--- src/rtl/alarm_controller.sv ---
// rtl/alarm_controller.sv - anti-theft sequencer driving the shared countdown timer
module alarm_controller #(
  parameter logic [3:0] T_ARM_DELAY_DEF = 4'd6,
  parameter logic [3:0] T_DRIVER_DEF    = 4'd8,
  parameter logic [3:0] T_PASSENGER_DEF = 4'd15,
  parameter logic [3:0] T_ALARM_ON_DEF  = 4'd10
) (
  input  logic       clk,
  input  logic       reset,
  input  logic       ignition,
  input  logic       driver_door,
  input  logic       passenger_door,
  input  logic       reprogram,
  input  logic [1:0] time_param_sel,
  input  logic [3:0] time_value,
  input  logic       one_hz_enable,
  input  logic       expired,
  output logic       start_timer,
  output logic [3:0] value,
  output logic       siren,
  output logic       status_led,
  output logic [2:0] fsm_state
);

  typedef enum logic [2:0] {
    ARMED      = 3'd0,
    TRIGGERED  = 3'd1,
    SOUND      = 3'd2,
    DISARMED   = 3'd3,
    WAIT_OPEN  = 3'd4,
    WAIT_CLOSE = 3'd5,
    ARM_DELAY  = 3'd6
  } state_t;

  state_t     state, state_next;
  logic [3:0] param [4];
  logic       start_d;
  logic       start_next;
  logic [3:0] value_next;
  logic       led_next;
  logic       any_door;
  logic       exp_ok;

  assign any_door  = driver_door | passenger_door;
  // An expiry seen while the start pulse is out or just after belongs to the previous run.
  assign exp_ok    = expired & ~start_timer & ~start_d;
  assign fsm_state = state;

  always_comb begin
    state_next = state;
    start_next = 1'b0;
    value_next = value;
    if (reprogram) begin
      state_next = ARMED;
    end else if (ignition) begin
      state_next = DISARMED;
    end else begin
      case (state)
        ARMED: begin
          if (driver_door) begin
            state_next = TRIGGERED;
            start_next = 1'b1;
            value_next = param[1];
          end else if (passenger_door) begin
            state_next = TRIGGERED;
            start_next = 1'b1;
            value_next = param[2];
          end
        end
        TRIGGERED: begin
          if (exp_ok) begin
            state_next = SOUND;
            start_next = 1'b1;
            value_next = param[3];
          end
        end
        SOUND: begin
          if (exp_ok) begin
            if (any_door) begin
              start_next = 1'b1;
              value_next = param[3];
            end else begin
              state_next = ARMED;
            end
          end
        end
        DISARMED:  state_next = WAIT_OPEN;
        WAIT_OPEN: if (driver_door) state_next = WAIT_CLOSE;
        WAIT_CLOSE: begin
          if (!any_door) begin
            state_next = ARM_DELAY;
            start_next = 1'b1;
            value_next = param[0];
          end
        end
        ARM_DELAY: begin
          if (any_door)    state_next = WAIT_CLOSE;
          else if (exp_ok) state_next = ARMED;
        end
        default: state_next = ARMED;
      endcase
    end

    case (state_next)
      TRIGGERED, SOUND: led_next = 1'b1;
      ARMED:            led_next = (state == ARMED) ? (status_led ^ one_hz_enable) : 1'b0;
      default:          led_next = 1'b0;
    endcase
  end

  always_ff @(posedge clk or posedge reset) begin
    if (reset) begin
      state       <= ARMED;
      param[0]    <= T_ARM_DELAY_DEF;
      param[1]    <= T_DRIVER_DEF;
      param[2]    <= T_PASSENGER_DEF;
      param[3]    <= T_ALARM_ON_DEF;
      start_timer <= 1'b0;
      start_d     <= 1'b0;
      value       <= 4'd0;
      siren       <= 1'b0;
      status_led  <= 1'b0;
    end else begin
      state       <= state_next;
      if (reprogram) param[time_param_sel] <= time_value;
      start_timer <= start_next;
      start_d     <= start_timer;
      value       <= value_next;
      siren       <= (state_next == SOUND);
      status_led  <= led_next;
    end
  end

endmodule

--- config.mk ---
export PLATFORM = sky130hd
export DESIGN_NAME = alarm_controller
export DESIGN_NICKNAME = d
export VERILOG_FILES = /design/src/rtl/alarm_controller.sv
export SDC_FILE = /design/constraint.sdc
export NUM_CORES = 1
export LEC_CHECK = 0
export CORE_MARGIN = 4
export CORE_UTILIZATION = 55
export CTS_BUF_LIST = sky130_fd_sc_hd__clkbuf_2
export CTS_CLUSTER_DIAMETER = 150
export DETAILED_ROUTE_END_ITERATION = 12
export PLACE_DENSITY = 0.83
export SLEW_MARGIN = 15
export SYNTH_ARGS = -nofsm -noshare
export SYNTH_HDL_FRONTEND = slang
export SYNTH_SLANG_ARGS = --single-unit
export TNS_END_PERCENT = 10
--- constraint.sdc ---
create_clock -name clk -period 2.53 [get_ports clk]
set_clock_uncertainty 0.1 [all_clocks]
set_input_delay 0.506 -clock clk [delete_from_list [all_inputs] [get_ports clk]]
set_output_delay 0.506 -clock clk [all_outputs]
set_load 0.02 [all_outputs]
# After elaboration in Yosys (flattened, before gate mapping)
# Index checks and enable logic that the tools add are counted.
totals:
  register_bits: 27
  latch_bits: 0
  mem_bits_rw: 0
  rom_bits: 0
  in_bits: 14
  out_inout_bits: 10
  wordCells: 73
  memories: 0
classes:
  n_addsub: 0
  n_mul: 0
  div: 0
  magnitude_cmp: 2
  eq_ne: 13
  shifts: 0
  mux: 33
  bitwise_logic: 9
  n_reduce_logical: 6
op_table:
  columns: ["op", "n"]
  rows:
  - ["$mux 3", 11]
  - ["$mux 4", 7]
  - ["$pmux 3 s7", 1]
  - ["$bwmux 16", 1]
  - ["$pmux 4 s4", 1]
  - ["$eq 3x2->1 const B", 3]
  - ["$eq 3x3->1 const B", 3]
  - ["$mux 1", 9]
  - ["$demux 4 s2", 1]
  - ["$ne 2x2->1 const B", 4]
  - ["$reduce_and 8->1", 1]
  - ["$eq 3x1->1 const B", 2]
  - ["$logic_not 3->1", 2]
  - ["$not 1->1", 4]
  - ["$pmux 1 s4", 1]
  - ["$reduce_bool 4->1", 1]
  - ["$ge 3x3->1 const B", 1]
  - ["$lt 3x1->1 const B", 1]
  - ["$ne 3x3->1 const B", 1]
  - ["$not 2->3", 1]
  - ["$and 1x1->1", 2]
  - ["$pmux 1 s2", 1]
  - ["$reduce_or 2->1", 1]
  - ["$logic_and 1x1->1", 1]
  - ["2 further kinds", 2]

# Depth between registers and ports, before layout
# Gate-level depths: netlist of the first run.
logic_depth:
  word_depth: 11
  depth_mapped: 6
  mapped_depth_nobuf: 5

# Least setup slack after synthesis of the first run
# No wires, ideal clock.
synth_path:
  path_type: "input-to-reg"
  from: "in driver_door"
  to: "reg status_led"
  setup_time_ps: 126
  arrival_time_ps: 1485
  required_ps: 2304
  path_slack_ps: 819
  cell_stages: 6
  n_path_buf: 1
  path_cell_list: "buf_4 or2_0 o2111ai_1 a31oi_1 a311oi_1 nor3_1"
synth_between:
  elab_chain_len: 9
  word_cells_on_any_way: 15
  cone_classes: "eq/ne: 2; mux: 10; bitwise: 1; reduce/logical: 2"
synth_lines:
  columns: ["element", "line_no", "text"]
  rows:
  - ["start: declaration", "11", "input logic driver_door,"]
  - ["$or 1x1->1", "44", "assign any_door = driver_door | passenger_door;"]
  - ["$mux 3", "79", "if (any_door) begin"]
  - ["$mux 3", "78", "if (exp_ok) begin"]
  - ["$pmux 3 s7 *", "58", "case (state)"]
  - ["$mux 3 *", "55", "end else if (ignition) begin"]
  - ["$mux 3 *", "53", "if (reprogram) begin"]
  - ["via state_next[1]", "35", "state_t state, state_next;"]
  - ["$eq 3x2->1 / $eq 3x1->1 (equally long branches)", "104", "case (state_next)"]
  - ["$reduce_or 2->1", "104", null]
  - ["$pmux 1 s2 *", "104", null]
  - ["via led_next", "40", "logic led_next;"]
  - ["end signal: assignment", "130", "status_led <= led_next;"]
  - ["end: declaration", "21", "output logic status_led,"]
# The timed path passes the listed nets; every way through them passes the cells marked *.
# A chain may end at the register's enable or synchronous reset.

# Worst setup path in the final report of the first run
layout_path:
  from: "reg state[2], in the netlist fsm_state[2]"
  to: "out fsm_state[2]"
layout_lines:
  columns: ["element", "line_no", "text"]
  rows:
  - ["start: declaration", "35", null]
  - ["start signal: assignment", "124", "state <= state_next;"]
  - ["end: declaration", "22", "output logic [2:0] fsm_state"]
# No word-level cell between the ends.

==> out/results.tsv, run 1 <==
metric	value	unit
IO Port Bufs	23	
final setup fails	0	
Pwr per Cell Area	643.7	nW/um^2
Die Span X	57.96	um
initial core utilization	0.5975	
Max-slew headroom	0.6779	
drt pass-1 iters	4	
Crit path required time	1920	ps
f_max	0.4423	GHz
Period Utilization, post-route	0.8936	
antenna-violating nets left	0	
WHS	375.5	ps
via/cell ratio	5.966	
fraction of the mapped netlist area in adder cells	0	
worst setup path end	fsm_state[2]	
routing usage on met3	0.02227	
CTS Buffer Depth	2	
Worst R2R End	value[0]	
cells on worst reg2reg path	5	
CP startpoint	fsm_state[2]	
Setup crit end kind	output port	
post-route minimum period	2261	ps
simple-gate share of the synthesized area	0.1595	
Post-Synthesis Cells	125	
CTS Sinks	27	
register area share after synthesis	0.5005	
CTS tree	built	
EDFF count, synth	0	
critical path class	register to output port	
Hold WC Path Type	primary input to async pin	
YS warnings	0	
Num CTS Buffers	3	
CTS Hold Bufs	0	
vias in the first global route	1163	
Worst-path clk slew	240	ps
top_reg_cell synth	dfrtp_1	
Initial DRC Count	29	
crit path max-delay cell type	clkdlybuf4s50_1	
clk root buf	clkbuf_2	
DR WL/cell	16.42	um
DRT Wirelength	2940	um
fillers	172	
row count	17	
met1 Use GR	0.2575	
fin util	0.7222	
compound-gate portion of the synthesized area	0.1395	
multiplexer share of the synthesized area	0.1641	
area delta synth->final	20.88	%
Distinct cells, synth	33	
largest net degree at the start of global routing	28	
gpl congestion	0.8147	
#FFs+latches synth	27	
maximum vdd drop	0.4860	mV
r2r setup slk	630	ps
global-route wire length before repair	5202	um
Syn Nets	139	
total negative setup slack	0	ps
Vias	1068	
crit-path cells	clkdlybuf4s50_1	
Buf/Inv on CP	1	
async set-reset flop share out of synthesis	1.000	
CP arrival	1650	ps
Pleak	0.6902	nW
Avg Inst Size Synth	10.98	sq um
largest stage delay on the critical path	690	ps
largest family of logic cells by synthesized area	multiplexers	
Antenna diodes	0	
Post-DP HPWL	2321	um
CP startpoint kind	register	
I/O pins	24	
CORE AREA	2297	sq um
critical path depth	1	
total of max-cap violations	0	
Remaining DRCs	0	
Fin. Hold Viols	0	
GRT Overall Usage	0.1978	
met2 Usage GRT	0.3452	
Cell Area, Synth	1373	sq um
top cell family by delay on the critical path	buffers and inverters	
RSZ-0062 raised after global routing	no	
share of cells above drive strength 1	0.2781	
GR peak layer	met2	
Die H	57.96	um
top fanout value on the critical path	19	
Synth Area in XOR/XNOR	0.006381	
Slew @ Worst Pin	478.1	ps
worst skew pair latency	340	ps
DIE AREA	3359	sq um
total gr overflow	0	
number of H-tree levels	1	
status	complete, no violations	
worst reg2reg startpoint	fsm_state[2]	
Slew Viols, Final	0	
nets@finish	166	
initial antenna violation count	0	
layout by cell type (no fill, tap or decap), drive strengths merged:
| cell type | instances |
|---|---|
| nand2 | 5 |
| a21oi | 4 |
| dfrtp | 18 |
| nor4b | 1 |
| xor2 | 1 |
| o221ai | 4 |
| nand2b | 1 |
| o2111ai | 1 |
| nor2b | 6 |
| clkdlybuf4s50 | 23 |
| nand3b | 2 |
| inv | 5 |
| o31a | 1 |
| dfstp | 9 |
| nor3b | 3 |
| a311oi | 1 |
| clkbuf | 4 |
| or3b | 1 |
| a221o | 1 |
| or2 | 2 |
| mux2 | 20 |
| a32o | 1 |
| o21ba | 1 |
| buf | 3 |
| and2b | 1 |
| a31oi | 1 |
| o21ai | 13 |
| nor3 | 3 |
| a21boi | 1 |
| nor2 | 13 |
| nand3 | 1 |
power by group:
| group | total, mW | leakage (nW) | switching, mW | internal, mW |
|---|---|---|---|---|
| Sequential | 0.581 | 0.317 | 0.0505 | 0.531 |
| Combinational | 0.322 | 0.357 | 0.155 | 0.167 |
| Clock | 0.165 | 0.0166 | 0.123 | 0.0417 |
synthesized netlist by cell type (2+ instances only):
cell type	instances	area [sq um]
nor3b_1	3	22.52
a21oi_1	4	20.02
dfrtp_1	18	450.4
clkbuf_1	2	7.510
nor3_1	2	10.01
mux2_2	20	225.2
nand3b_1	2	15.01
nand2_1	5	18.77
nor2b_1	6	37.54
o221ai_1	4	35.03
inv_1	5	18.77
nor2_1	13	48.80
dfstp_2	9	236.5
buf_4	2	15.01
o21ai_0	7	35.03
o21ai_1	6	30.03
area by class of cell:
class	count	area, sq um	share of cell area
multi-input cells	89	644.4	0.3884
clock buffers	4	20.02	0.01207
flip-flops and latches	27	688.2	0.4148
inverters	5	18.77	0.01131
well taps	28	35.03	0.02112
repair buffers	26	252.7	0.1523
flip-flops by register name (all words and copies together), names as in the netlist:
name	count
fsm_state	3
param	16
siren	1
start_d	1
start_timer	1
status_led	1
value	4
repair_timing:
item,CTS,global route
endpoints found under the setup margin,0,1
resized for setup,0,1
buffers inserted,0,0
kinds of logic (layout without fill, tap and decap cells):
| kind of cell | Yosys count | after routing |
|---|---|---|
| AND/OR/NAND/NOR | 39 | 39 |
| AO/OA/AOI/OAI | 29 | 29 |
| flip-flops | 27 | 27 |
| multiplexers | 20 | 20 |
| buffers and inverters | 9 | 35 |
| XOR/XNOR | 1 | 1 |
metrics by stage:
step                      area [sq um]  worst slack, ps  instances  power [mW]
after detailed placement          1638            179.3        175      0.9140
after global routing              1659            187.8        179       1.134
after global placement            1638            289.4        175      0.8923
after floorplan                   1373            819.0        125      0.7757
after CTS                         1658            75.52        179       1.076
final                             1659            269.1        179       1.068
layer usage:
metal | vias up | wire length, um
met1 | 530 | 1254
li1 | 499 | -
met4 | 0 | 13
met5 | - | 0
met3 | 2 | 159
met2 | 37 | 1512
worst min-delay path by stage:
stage | from | end | slack, ps
after floorplan | param[10] | param[10] | 370
after global placement | start_timer | start_d | 330
after detailed placement | start_timer | start_d | 350
after CTS | reset | value[2] | 390
after global routing | reset | value[0] | 380
final | reset | value[2] | 380
No activity file was read; power rests on OpenSTA's default activity.
==> run 2, diff against run 1 <==
--- a/config.mk
+++ b/config.mk
@@ -5,6 +5,7 @@
 export SDC_FILE = /design/constraint.sdc
 export NUM_CORES = 1
 export LEC_CHECK = 0
+export CAP_MARGIN = 20
 export CORE_MARGIN = 4
 export CORE_UTILIZATION = 55
 export CTS_BUF_LIST = sky130_fd_sc_hd__clkbuf_2
==> results of run 2 <==
Final layout, timing and power as in run 1 (identical DEF).
